**src/rtl/condlogic.sv**
```systemverilog
// condlogic: ARM condition evaluation, NZCV flag register and write-enable gating with optional perf counters
module condlogic #(
  parameter int CNT_W = 32
) (
  input  logic       clk,
  input  logic       reset,
  input  logic [3:0] Cond,
  input  logic [3:0] ALUFlags,
  input  logic [1:0] FlagW,
  input  logic       PCS,
  input  logic       NextPC,
  input  logic       RegW,
  input  logic       MemW,
  output logic       PCWrite,
  output logic       RegWrite,
  output logic       MemWrite,
  output logic [3:0] Flags,
  output logic       CondEx
`ifdef COND_PERF_EN
  ,
  output logic [CNT_W-1:0] InstrCount,
  output logic [CNT_W-1:0] SquashCount
`endif
);
  logic n, z, c, v;
  logic [7:0] t;
  assign {n, z, c, v} = Flags;
  assign t = {1'b1, ~z & (n == v), n == v, c & ~z, v, n, c, z};
  assign CondEx = t[Cond[3:1]] ^ Cond[0];
  assign PCWrite = (PCS & CondEx) | NextPC;
  assign RegWrite = RegW & CondEx;
  assign MemWrite = MemW & CondEx;
  always_ff @(posedge clk) begin
    if (!reset) Flags <= 4'b0000;
    else begin
      if (FlagW[1] & CondEx) Flags[3:2] <= ALUFlags[3:2];
      if (FlagW[0] & CondEx) Flags[1:0] <= ALUFlags[1:0];
    end
  end
`ifdef COND_PERF_EN
  logic started, sticky, squash;
  assign squash = ~CondEx & (RegW | MemW | PCS | (|FlagW));
  always_ff @(posedge clk) begin
    if (!reset) begin
      started <= 1'b0;
      sticky <= 1'b0;
      InstrCount <= '0;
      SquashCount <= '0;
    end else if (NextPC) begin
      started <= 1'b1;
      sticky <= squash;
      if (started && InstrCount != '1) InstrCount <= InstrCount + 1'b1;
      if (started && sticky && SquashCount != '1) SquashCount <= SquashCount + 1'b1;
    end else sticky <= sticky | squash;
  end
`endif
endmodule

```
**config.mk**
```make
export PLATFORM = sky130hd
export DESIGN_NAME = condlogic
export DESIGN_NICKNAME = d
export VERILOG_FILES = /design/src/rtl/condlogic.sv
export SDC_FILE = /design/constraint.sdc
export NUM_CORES = 1
export LEC_CHECK = 0
export ABC_AREA = 1
export BUFFER_PORTS_ARGS = -buffer_cell sky130_fd_sc_hd__buf_2
export CAP_MARGIN = 20
export CORE_AREA = 2 2 39 41
export DETAILED_ROUTE_END_ITERATION = 10
export DIE_AREA = 0 0 41 43
export GPL_TIMING_DRIVEN = 0
export SLEW_MARGIN = 10
export SYNTH_ARGS = -nofsm -noshare
export SYNTH_HDL_FRONTEND = slang
export SYNTH_SLANG_ARGS = --single-unit
export TNS_END_PERCENT = 1
```
**constraint.sdc**
```tcl
create_clock -name clk -period 1.2 [get_ports clk]
set_input_delay 0.12 -clock clk [delete_from_list [all_inputs] [get_ports clk]]
set_output_delay 0.12 -clock clk [all_outputs]
set_load 0.05 [all_outputs]
```
==> results of run 1 <==
[power breakdown]
| group | internal (uW) | switching (uW) |
|---|---|---|
| Combinational | 137 | 236 |
| Clock | 112 | 50.4 |
| Sequential | 149 | 12.9 |
[metal layers]
metal / up-vias / track usage [%] / share of wire, %
li1: 258 / - / -
met1: 182 / 14.2 / 43
met2: 13 / 17.5 / 51
met3: 2 / 3.14 / 4.9
met4: 0 / 8.00 / 1.6
met5: - / 0 / 0
[repair_timing]
| item | 4_1_cts | 5_1_grt |
|---|---|---|
| gates resized for setup | 12 | 3 |
| hold endpoints to repair | 0 | 0 |
| pin swaps | 9 | 5 |
| gates cloned | 0 | 0 |
| endpoints found under the setup margin | 8 | 8 |
| setup buffers | 4 | 0 |
[metrics by stage]
step	util, %	cell area [um2]
6_report	48.3	668
5_1_grt	48.3	668
4_1_cts	47.3	654
3_5_place_dp	40.7	563
3_3_place_gp	40.7	563
2_1_floorplan	-	428
[cell families after synthesis]
kind of cell	synth area share [%]
compound gates	4.78
buf+inv	18.4
flops	21.8
simple gates	54.9
[synthesized netlist by cell type (all sizes together)]
master,number,area share [%]
nor2,9,9.2
inv,18,18
a31o,1,2.4
nand4,4,6.8
dfxtp,4,22
nand2,22,25
a21oi,1,2.4
nand3,6,14
[worst max-delay path: stages (launching register included)]
cell     delay, ns
dfxtp_4       0.34
inv_2         0.07
nor2_2        0.04
a21oi_2       0.16
nand2_4       0.08
nand2_2       0.07
nand2_4       0.07
a31o_4        0.22
buf_8         0.14
[area by class of cell]
| type | count | area (um2) |
|---|---|---|
| sequential | 4 | 95.1 |
| fill | 140 | 716 |
| tap | 16 | 20.0 |
| inverter | 18 | 71.3 |
| clock buffer | 3 | 22.5 |
| timing repair buffer | 27 | 174 |
| multi-input combinational | 43 | 285 |
[final timing paths]
kind | startpoint | to | cells past startpoint
worst max-delay path | Flags[1] | PCWrite | 8
worst min-delay path | reset | Flags[2] | 3
worst max register to register | Flags[1] | Flags[3] | 11
worst min register to register | Flags[0] | Flags[0] | 4
==> qor.yml, run 1 <==
routing:
  post_drt_wl_per_cell_um: 8.11
  dr.pass1.iters: 2
  drtIter0Drc: 5
  final_antenna_net_count: 0
  via_per_inst: 4.10
  routed_wl_um: 900
  drc: 0
  vias: 455
yosys:
  synth_seq_cells: 4
  yosysWarnings: 0
  syn-mean-instance-area_um2: 5.64
  syn_nets: 81
  synth_area_um2: 367
  synthCells: 65
  yosysUniqueCellTypes: 11
  yosysSeqAreaShare_pct: 21.8
cts:
  clk_latency_ns: 0.23
  htree_num_levels: 1
  cts_hold_buf: 0
  clkSinkCount: 4
  numCtsBuffers: 3
  cts-root-buf: "clkbuf_4"
  tritoncts: "done"
  cts_buffer_depth: 2
  path_clk_slew_ns: 0.04
run_status:
  status: "finished, violations left"
  violations: "negative setup slack"
sta:
  holdWs_ns: 0.131
  fin_setup_tns_ns: -1.98
  slew_headroom_pct: 83.6
  fmax_mhz: 649
  setup_slack_ns: -0.341
  hold_viol: 0
  tightest_slew_ns: 0.247
  rsz0062_at_grt: "true"
  post-route-period-util_pct: 128
  period_needed_ns: 1.54
  skew_ns: 0.000855
  finalSetupViolCount: 8
  finalMaxSlewViolations: 0
worst_hold_path:
  hold_path_class: "input port to flop"
place:
  place.gp.congestion: 0.691
  port_buffers: 23
  placed_cells: 104
  hpwl_um: 689
  dp_slack_ns: -0.269
floorplan:
  core_area_mm2: 0.00138
  dieArea_mm2: 0.00176
  initial_core_util_pct: 26.5
  dieWidth_um: 41
  die_h_um: 43
  core.rowCount: 14
  ios: 24
cells_and_area:
  top_regs: "Flags: 4 flops"
  mostFrequentLayoutCells: "19 x buf_2, 18 x nand2_1, 13 x inv_1, 5 x nor2_1, 5 x nand3_2"
  largest_register_ffs: 4
  num_antenna_cells: 0
  layout.nets: 113
  layout.cells.non_filler: 111
  area_growth_syn_to_layout_pct: 82.3
  largest_register: "Flags"
  layout_commonest_cell: "buf_2"
  final_layout_size_suffix_gt1_share_pct: 57.9
global_route:
  gr-total-overflow: 0
  grtUsageTotal_pct: 11.9
  first_global_vias: 400
  grt_antenna_before_repair: 0
  grt_pass1_wl_um: 1380
  grt_max_degree: 7
job:
  maxCapViolations: 0
critical_path:
  cp.required_ns: 1.08
  critPathArrivalTime_ns: 1.42
  start_kind: "flop"
  ff2ff_setup_slack_ns: -0.19
  path_max_fanout: 3
  endpoint_kind: "primary output"
  crit_type: "flop to primary output"
pwr:
  leakage_uw: 0.000390
  power_density_mw_per_mm2: 1040
  power_uw: 696
  ir_drop_mv: 0.374
Power figures use the tool's default switching activity.
==> run 2: changes to the inputs <==
- RECOVER_POWER: default -> 50
==> qor.yml, run 2 (synthesis gave the netlist of run 1 again) <==
pwr:
  leakage_uw: 0.000389  # -0.28%
  pwr-share-seq_pct: 23.2  # about the same
  power_uw: 696  # about the same
  pwr-share-clk_pct: 23.3  # about the same
  power.share.combinational_pct: 53.5  # about the same
  ir_drop_mv: 0.373  # about the same
  switchingPower_uw: 299  # about the same
  switching_share_pct: 43.0  # about the same
  cellInternalPower_uw: 397  # about the same
  power_density_mw_per_mm2: 1040  # about the same
floorplan:
  dieWidth_um: 41  # unchanged
  ios: 24  # unchanged
  core.rowCount: 14  # unchanged
  dieArea_mm2: 0.00176  # unchanged
  initial_core_util_pct: 26.5  # unchanged
  die_h_um: 43  # unchanged
  core_area_mm2: 0.00138  # unchanged
routing:
  routed_wl_um: 900  # unchanged
  final_antenna_net_count: 0  # unchanged
  post_drt_wl_per_cell_um: 8.11  # unchanged
  via_per_inst: 4.10  # unchanged
  drc: 0  # unchanged
  dr.pass1.iters: 2  # unchanged
  drtIter0Drc: 5  # unchanged
  vias: 455  # unchanged
sta:
  rsz0062_at_grt: "true"
  finalSetupViolCount: 8  # unchanged
  holdWs_ns: 0.131  # +0.0000470 ns
  period_needed_ns: 1.54  # +0.000740 ns
  setup_slack_ns: -0.341  # -0.000740 ns
  finalMaxSlewViolations: 0  # unchanged
  post-route-period-util_pct: 128  # about the same
  hold_viol: 0  # unchanged
  skew_ns: 0.000878  # +0.0000239 ns
  fmax_mhz: 649  # about the same
  fin_setup_tns_ns: -1.98  # -0.00460 ns
  slew_headroom_pct: 81.7  # -1.9 points
  tightest_slew_ns: 0.275  # +0.0274 ns
cells_and_area:
  num_antenna_cells: 0  # unchanged
  layout.nets: 113  # unchanged
  final_layout_size_suffix_gt1_share_pct: 57.9  # unchanged
  largest_register_ffs: 4  # unchanged
  largest_register: "Flags"
  mostFrequentLayoutCells: "18 x nand2_1, 17 x buf_2, 13 x inv_1, 5 x nor2_1, 5 x nand3_2"
  area_growth_syn_to_layout_pct: 82.3  # unchanged
  top_regs: "Flags: 4 flops"
  layout_commonest_cell: "nand2_1"
  utilization_pct: 48.3  # unchanged
critical_path:
  cp-startpoint: "Flags[1]"
  start_kind: "flop"
  ff2ff_setup_slack_ns: -0.19  # about the same
  crit_path_end: "PCWrite"
  endpoint_kind: "primary output"
  cp.required_ns: 1.08  # about the same
  crit_type: "flop to primary output"
  path_max_fanout: 3  # unchanged
  critPathArrivalTime_ns: 1.42  # about the same
  r2r_start: "Flags[1]"
  r2r_cells: 11  # unchanged
  r2r_end: "Flags[3]"
place:
  dp_slack_ns: -0.269  # unchanged
  hpwl_um: 689  # unchanged
  place.gp.congestion: 0.691  # unchanged
  port_buffers: 23  # unchanged
cts:
  path_clk_slew_ns: 0.04  # about the same
  htree_num_levels: 1  # unchanged
  tritoncts: "done"
  cts_buffer_depth: 2  # unchanged
  clkSinkCount: 4  # unchanged
  clk_latency_ns: 0.23  # about the same
  cts-root-buf: "clkbuf_4"
  numCtsBuffers: 3  # unchanged
run_status:
  status: "finished, violations left"
  violations: "negative setup slack"
global_route:
  grtUsageTotal_pct: 11.9  # unchanged
  grt_pass1_wl_um: 1380  # unchanged
  first_global_vias: 400  # unchanged
  gr-total-overflow: 0  # unchanged
  grt_antenna_before_repair: 0  # unchanged
  grt_max_degree: 7  # unchanged
job:
  maxCapViolations: 0  # unchanged
worst_hold_path:
  hold_depth: 3  # unchanged
  hold_path_class: "input port to flop"
run 2: layout make-up:
class / instances / area, um2
Fill cell: 140 / 716
Multi-Input combinational cell: 43 / 285
Timing Repair Buffer: 27 / 174
Sequential cell: 4 / 95.1
Inverter: 18 / 71.3
Clock buffer: 3 / 22.5
Tap cell: 16 / 20.0
run 2: worst min path at each step:
stage	from	endpoint	slack (ns)
finish	reset	Flags[2]	0.13
global route	reset	Flags[2]	0.14
CTS	reset	Flags[2]	0.13
detailed placement	reset	Flags[2]	0.37
global placement	reset	Flags[2]	0.38
floorplan	reset	Flags[0]	0.23
run 2: power by group through the flow:
stage | Clock, uW | Combinational, uW | Sequential (uW)
floorplan | 0 | 196 | 210
global route | 176 | 405 | 163
global placement | 0 | 317 | 161
CTS | 167 | 366 | 161
finish | 162 | 372 | 162
detailed placement | 0 | 318 | 162
run 2: metrics by stage:
stage / instances / area, um2
floorplan: 65 / 428
global placement: 104 / 563
detailed placement: 104 / 563
CTS: 111 / 654
global route: 111 / 668
finish: 111 / 668
run 2: repair_timing:
item | 4_1_cts | 5_1_grt
setup endpoints to repair | 8 | 8
setup buffers | 4 | 0
gates cloned | 0 | 0
pin swaps | 9 | 5
resized for setup | 12 | 3
hold buffers | 0 | 0
run 2: critical path: stages (launching register included):
cell	delay (ns)
dfxtp_4	0.34
inv_2	0.07
nor2_2	0.04
a21oi_2	0.16
nand2_4	0.08
nand2_2	0.07
nand2_4	0.07
a31o_4	0.22
buf_8	0.14
run 2: per-layer routing:
layer | vias to the layer above | GRT usage, % | routed length, um
li1 | 258 | - | -
met1 | 182 | 14.2 | 382
met2 | 13 | 17.5 | 458
met3 | 2 | 3.14 | 44
met4 | 0 | 8.00 | 14
met5 | - | 0 | 0
